--- src/rtl/clock24_pkg.sv ---
// Shared types and constants for the clock24 time-of-day path: FSM states, BCD limits, SETSEL codes.
// No logic here; latency and backpressure are properties of the modules that import it.
package clock24_pkg;

   typedef enum logic [2:0] {
      ST_RUN       = 3'd0,
      ST_SET_HOUR  = 3'd1,
      ST_SET_MIN   = 3'd2,
      ST_SET_AHOUR = 3'd3,
      ST_SET_AMIN  = 3'd4
   } state_t;

   localparam logic [7:0] BCD_MAX_HOUR = 8'h23;
   localparam logic [7:0] BCD_MAX_MIN  = 8'h59;
   localparam logic [7:0] BCD_MAX_CS   = 8'h99;

   localparam logic [1:0] SETSEL_RUN   = 2'b00;
   localparam logic [1:0] SETSEL_HOUR  = 2'b01;
   localparam logic [1:0] SETSEL_MIN   = 2'b10;
   localparam logic [1:0] SETSEL_ALARM = 2'b11;

   function automatic logic [1:0] setsel_of(input state_t st);
      logic [1:0] sel;
      case (st)
         ST_SET_HOUR:  sel = SETSEL_HOUR;
         ST_SET_MIN:   sel = SETSEL_MIN;
         ST_SET_AHOUR: sel = SETSEL_ALARM;
         ST_SET_AMIN:  sel = SETSEL_ALARM;
         default:      sel = SETSEL_RUN;
      endcase
      return sel;
   endfunction

endpackage

--- src/rtl/clock24_time_bcd_mod_counter.sv ---
// Two-digit packed-BCD counter wrapping at MAX, with clear, enable and combinational carry-out.
// One-cycle update; no backpressure, counts on every enabled cycle.
module bcd_mod_counter #(
   parameter logic [7:0] MAX  = 8'h99,
   parameter logic [7:0] INIT = 8'h00
) (
   input  logic       CLK,
   input  logic       RST,
   input  logic       clr,
   input  logic       en,
   output logic [7:0] q,
   output logic [7:0] nxt,
   output logic       co
);

   logic [7:0] inc_val;

   always_comb begin
      inc_val = q;
      if (q == MAX)
         inc_val = 8'h00;
      else if (q[3:0] == 4'h9)
         inc_val = {q[7:4] + 4'h1, 4'h0};
      else
         inc_val = {q[7:4], q[3:0] + 4'h1};

      nxt = q;
      if (clr)
         nxt = 8'h00;
      else if (en)
         nxt = inc_val;
   end

   // carry only on a real wrap; a clear never ripples into the next field
   assign co = en & ~clr & (q == MAX);

   always_ff @(posedge CLK) begin
      if (RST)
         q <= INIT;
      else
         q <= nxt;
   end

endmodule

--- src/rtl/clock24_time.sv ---
// 24-hour BCD time-of-day counter with MODE/INC setting; optional alarm under CLOCK24_ALARM_EN.
// All outputs registered, one-cycle latency; no backpressure, CE10 counted once per enabled cycle.
module clock24_time
   import clock24_pkg::*;
#(
   parameter logic [7:0] PRESET_HOUR = 8'h00,
   parameter logic [7:0] PRESET_MIN  = 8'h00
) (
   input  logic       CLK,
   input  logic       RST,
   input  logic       CE10,
   input  logic       MODE,
   input  logic       INC,
   output logic [7:0] HOUR,
   output logic [7:0] MIN,
   output logic [7:0] SEC,
   output logic [7:0] CS,
   output logic [1:0] SETSEL,
`ifdef CLOCK24_ALARM_EN
   output logic       ALARM,
`endif
   output logic       CE_SEC
);

   state_t     state, state_nxt;
   logic       run, inc_ok, clr_sc;
   logic       cs_en, cs_co, sec_co, min_co, hour_co;
   logic       min_en, hour_en;
   logic [7:0] cs_nxt, sec_nxt, min_nxt, hour_nxt;

   always_comb begin
      state_nxt = state;
      if (MODE) begin
         case (state)
            ST_RUN:      state_nxt = ST_SET_HOUR;
            ST_SET_HOUR: state_nxt = ST_SET_MIN;
`ifdef CLOCK24_ALARM_EN
            ST_SET_MIN:   state_nxt = ST_SET_AHOUR;
            ST_SET_AHOUR: state_nxt = ST_SET_AMIN;
`endif
            default:     state_nxt = ST_RUN;
         endcase
      end
   end

   assign run    = (state == ST_RUN);
   assign inc_ok = INC & ~MODE;
   assign cs_en  = run & CE10 & ~MODE;
   assign clr_sc = MODE & (state == ST_SET_MIN);
   // in SET states the field steps on INC alone; run-mode carries are blocked
   assign min_en  = run ? sec_co : ((state == ST_SET_MIN) & inc_ok);
   assign hour_en = run ? min_co : ((state == ST_SET_HOUR) & inc_ok);

   bcd_mod_counter #(.MAX(BCD_MAX_CS), .INIT(8'h00)) u_cs (
      .CLK(CLK), .RST(RST), .clr(clr_sc), .en(cs_en), .q(CS), .nxt(cs_nxt), .co(cs_co)
   );
   bcd_mod_counter #(.MAX(BCD_MAX_MIN), .INIT(8'h00)) u_sec (
      .CLK(CLK), .RST(RST), .clr(clr_sc), .en(cs_co), .q(SEC), .nxt(sec_nxt), .co(sec_co)
   );
   bcd_mod_counter #(.MAX(BCD_MAX_MIN), .INIT(PRESET_MIN)) u_min (
      .CLK(CLK), .RST(RST), .clr(1'b0), .en(min_en), .q(MIN), .nxt(min_nxt), .co(min_co)
   );
   bcd_mod_counter #(.MAX(BCD_MAX_HOUR), .INIT(PRESET_HOUR)) u_hour (
      .CLK(CLK), .RST(RST), .clr(1'b0), .en(hour_en), .q(HOUR), .nxt(hour_nxt), .co(hour_co)
   );

   always_ff @(posedge CLK) begin
      if (RST) begin
         state  <= ST_RUN;
         SETSEL <= SETSEL_RUN;
         CE_SEC <= 1'b0;
      end else begin
         state  <= state_nxt;
         SETSEL <= setsel_of(state_nxt);
         CE_SEC <= cs_co;
      end
   end

`ifdef CLOCK24_ALARM_EN
   logic [7:0] ahour, amin, ahour_nxt, amin_nxt;
   logic       ahour_co, amin_co;
   logic       unused_alarm;

   bcd_mod_counter #(.MAX(BCD_MAX_HOUR), .INIT(8'h07)) u_ahour (
      .CLK(CLK), .RST(RST), .clr(1'b0), .en((state == ST_SET_AHOUR) & inc_ok),
      .q(ahour), .nxt(ahour_nxt), .co(ahour_co)
   );
   bcd_mod_counter #(.MAX(BCD_MAX_MIN), .INIT(8'h00)) u_amin (
      .CLK(CLK), .RST(RST), .clr(1'b0), .en((state == ST_SET_AMIN) & inc_ok),
      .q(amin), .nxt(amin_nxt), .co(amin_co)
   );

   assign unused_alarm = ^{cs_nxt, sec_nxt, hour_co, ahour_co, amin_co};

   // compare next-state values so ALARM tracks HOUR/MIN on the same edge and drops on entering SET
   always_ff @(posedge CLK) begin
      if (RST)
         ALARM <= 1'b0;
      else
         ALARM <= (state_nxt == ST_RUN) && (hour_nxt == ahour_nxt) && (min_nxt == amin_nxt);
   end
`else
   logic unused_nxt;
   assign unused_nxt = ^{cs_nxt, sec_nxt, min_nxt, hour_nxt, hour_co};
`endif

endmodule

--- config.mk ---
export PLATFORM = sky130hd
export DESIGN_NAME = clock24_time
export DESIGN_NICKNAME = d
export VERILOG_FILES = /design/src/rtl/clock24_pkg.sv /design/src/rtl/clock24_time_bcd_mod_counter.sv /design/src/rtl/clock24_time.sv
export SDC_FILE = /design/constraint.sdc
export NUM_CORES = 1
export LEC_CHECK = 0
export CAP_MARGIN = 25
export CORE_UTILIZATION = 53
export CTS_CLUSTER_DIAMETER = 100
export DETAILED_ROUTE_END_ITERATION = 7
export PLACE_DENSITY = 0.76
export SKIP_CTS_REPAIR_TIMING = 1
export SYNTH_ARGS = -nofsm -noshare
export SYNTH_HDL_FRONTEND = slang
export SYNTH_HIERARCHICAL = 1
export SYNTH_SLANG_ARGS = --single-unit
--- constraint.sdc ---
create_clock -name CLK -period 7.2 [get_ports CLK]
set_input_delay 2.16 -clock CLK [delete_from_list [all_inputs] [get_ports CLK]]
set_output_delay 2.16 -clock CLK [all_outputs]
set_load 0.01 [all_outputs]
==> flow_metrics.py <==
metrics = {
    "sta": {
        "fin_crit_sh": 0.8761,
        "max-slew-margin-rel": 0.5465,
        "finClkSkew_ns": 0.003928,
        "tns_ns": 0,
        "period_needed_ns": 6.308,
        "drv_slew": 0,
        "rsz0062_at_grt": "false",
        "setup_viol_count_final": 0,
        "fmax_mhz": 158.5,
        "finalHoldViolations": 0,
        "worstMarginPinSlew_ns": 0.6751,
    },
    "layout": {
        "antenna_cells": 0,
        "fin_nets": 291,
        "fillCellCount": 316,
        "area_growth_syn_to_layout_pct": 24.60,
        "multi_input_area_um2": 1229,
        "drive_gt1_frac": 0.09225,
        "seq_area_um2": 760.7,
        "design_area_um2": 2618,
    },
    "routing": {
        "drt_iter0_drc": 68,
        "detail_route.first_pass.iterations": 4,
        "routed_wirelength_um": 3922,
        "wire_per_inst_um": 12.29,
        "ant_nets": 0,
        "drc_errors": 0,
        "vias": 1703,
        "routed_via_density": 5.339,
    },
    "hold_path": {
        "hp-start": "u_min/q[6]",
        "hp-class": "reg2reg",
        "hold_depth": 2,
        "hold_path_end": "u_min/q[6]",
    },
    "clock_network": {
        "clkLatencyLatePin_ns": 0.29,
        "cts_buffers": 5,
        "h-tree-depth": 2,
        "clockBufferDepth": 2,
        "cts_tree": "done",
        "root_buffer": "clkbuf_8",
        "cts_sinks": 38,
        "clk_pin_slew_ns": 0.07,
    },
    "power_and_ir_drop": {
        "ir_drop_v": 0.0001122,
        "clkPwrFrac": 0.417,
        "switchingPower_mw": 0.09086,
        "power_leakage_nw": 1.056,
        "power_density_nw_per_um2": 157.2,
        "seqPwrFrac": 0.525,
        "p_int_mw": 0.3205,
        "combPwrFrac": 0.057,
        "swShare": 0.2209,
    },
    "critical_path": {
        "critPathArrivalTime_ns": 6.51,
        "start_kind": "primary input",
        "cp.required_ns": 7.40,
        "crit_fanout": 12,
        "reg2reg_from": "state[1]",
        "rr_worst_depth": 19,
        "end_kind": "register",
        "path_class": "in2reg",
        "worstReg2RegEnd": "u_hour/q[7]",
        "ff2ff_setup_slack_ns": 3.00,
    },
    "placed_design": {
        "post_dp_cell_area_um2": 2507,
        "gp_congestion": 0.7487,
        "hpwl_um": 2831,
        "port_buffers": 39,
    },
    "floorplanning": {
        "pin_count": 40,
        "dieArea_um2": 4219,
        "die_w_um": 64.96,
        "num_rows": 22,
        "die_h_um": 64.96,
        "core_um2": 3744,
        "start_util": 0.5612,
    },
    "global_routing": {
        "grt_max_degree": 18,
        "grt_antenna_before_repair": 0,
        "overflow": 0,
        "grt_pass1_wl_um": 7100,
        "grt_usage": 0.2160,
        "grt_pass1_vias": 1567,
    },
    "run": {
        "max_cap_viol_count": 0,
    },
    "synth": {
        "synthesis.area_um2": 2101,
        "yosys_warnings": 6,
        "synth_area_per_cell_um2": 9.174,
        "syn_inst": 229,
    },
    "run_status": {
        "outcome": "finished, final reports clean",
    },
}
area by class of cell:
cell class,count,area share
Multi-Input combinational cell,171,0.4694
Sequential cell,38,0.2906
Timing Repair Buffer,42,0.1577
Clock buffer,8,0.04207
Tap cell,48,0.02294
Inverter,12,0.01721
per-layer routing:
| layer | track usage | vias to the layer above | share of wire |
|---|---|---|---|
| li1 | - | 879 | - |
| met1 | 0.2722 | 783 | 0.48 |
| met2 | 0.3477 | 36 | 0.46 |
| met3 | 0.06338 | 5 | 0.047 |
| met4 | 0.07500 | 0 | 0.014 |
| met5 | 0 | - | 0 |
cells in the final DEF, fill, tap and decap left out, types with 2 or more instances in the layout:
| cell | n |
|---|---|
| nand4bb_1 | 2 |
| buf_4 | 3 |
| clkbuf_8 | 8 |
| nand3b_1 | 4 |
| conb_1 | 7 |
| a211oi_1 | 4 |
| nor2b_1 | 3 |
| ha_1 | 16 |
| xnor2_1 | 5 |
| o21ai_0 | 12 |
| dfxtp_1 | 38 |
| or2b_1 | 2 |
| or4_1 | 2 |
| or3_1 | 4 |
| a31oi_1 | 2 |
| or2_2 | 2 |
| xor2_1 | 8 |
| clkdlybuf4s50_1 | 39 |
| a21oi_1 | 5 |
| nand3_1 | 8 |
| and4b_2 | 3 |
| o41ai_1 | 4 |
| nand2b_1 | 4 |
| or4_4 | 3 |
| o21a_1 | 2 |
| a21boi_1 | 2 |
| inv_1 | 12 |
| nand4b_4 | 4 |
| nand4_1 | 4 |
| nand2_1 | 18 |
| nor3_1 | 5 |
| or3b_1 | 3 |
| nor2_1 | 21 |
worst max-delay path, cell delays in order:
cell and delay, ns:
clkdlybuf4s50_1 0.58, nor4_1 0.31, and2_1 0.34, and4b_2 0.30
nand2_1 0.06, nor2_1 0.09, buf_4 0.17, nand4b_4 0.16
nor3_1 0.25, nand2b_2 0.07, a211oi_1 0.23, buf_4 0.19
nand4b_4 0.15, nor3_1 0.20, nand2b_1 0.07, a211oi_1 0.25
buf_4 0.21, nand4b_4 0.13, or3_1 0.36, a211oi_1 0.24
per-stage QoR:
stage | hold slack [ns] | power (mW) | cells | utilization | setup WS, ns
5_1_grt | 0.5348 | 0.4298 | 319 | 0.6992 | 0.4135
3_5_place_dp | 0.4961 | 0.2444 | 311 | 0.6698 | 0.5528
6_report | 0.5119 | 0.4114 | 319 | 0.6992 | 0.8923
4_1_cts | 0.5091 | 0.4170 | 319 | 0.6992 | 0.8378
3_3_place_gp | 0.5023 | 0.2441 | 311 | 0.6698 | 0.7299
2_1_floorplan | 0.5102 | 0.2355 | 235 | - | 1.387
worst max-delay path by stage:
| stage | endpoint | startpoint | slack (ns) |
|---|---|---|---|
| CTS | u_hour/q[7] | MODE | 0.84 |
| global placement | u_hour/q[7] | MODE | 0.73 |
| detailed placement | u_hour/q[7] | MODE | 0.55 |
| floorplan | u_hour/q[7] | MODE | 1.39 |
| global route | u_hour/q[6] | MODE | 0.41 |
| finish | u_hour/q[7] | MODE | 0.89 |
power by group through the flow:
stage	Sequential [mW]	Combinational (mW)	Clock, mW
after floorplan	0.220	0.0153	0
after global placement	0.221	0.0232	0
after detailed placement	0.221	0.0233	0
after CTS	0.216	0.0235	0.177
after global routing	0.217	0.0262	0.187
final	0.216	0.0236	0.172
flip-flops by register name, summed over array words and instances (netlist names):
register and cells:
CE_SEC 1, u_min/q 8, state 3, SETSEL 2, u_sec/q 8, u_hour/q 8
u_cs/q 8
No activity file was read; power rests on OpenSTA's default activity.
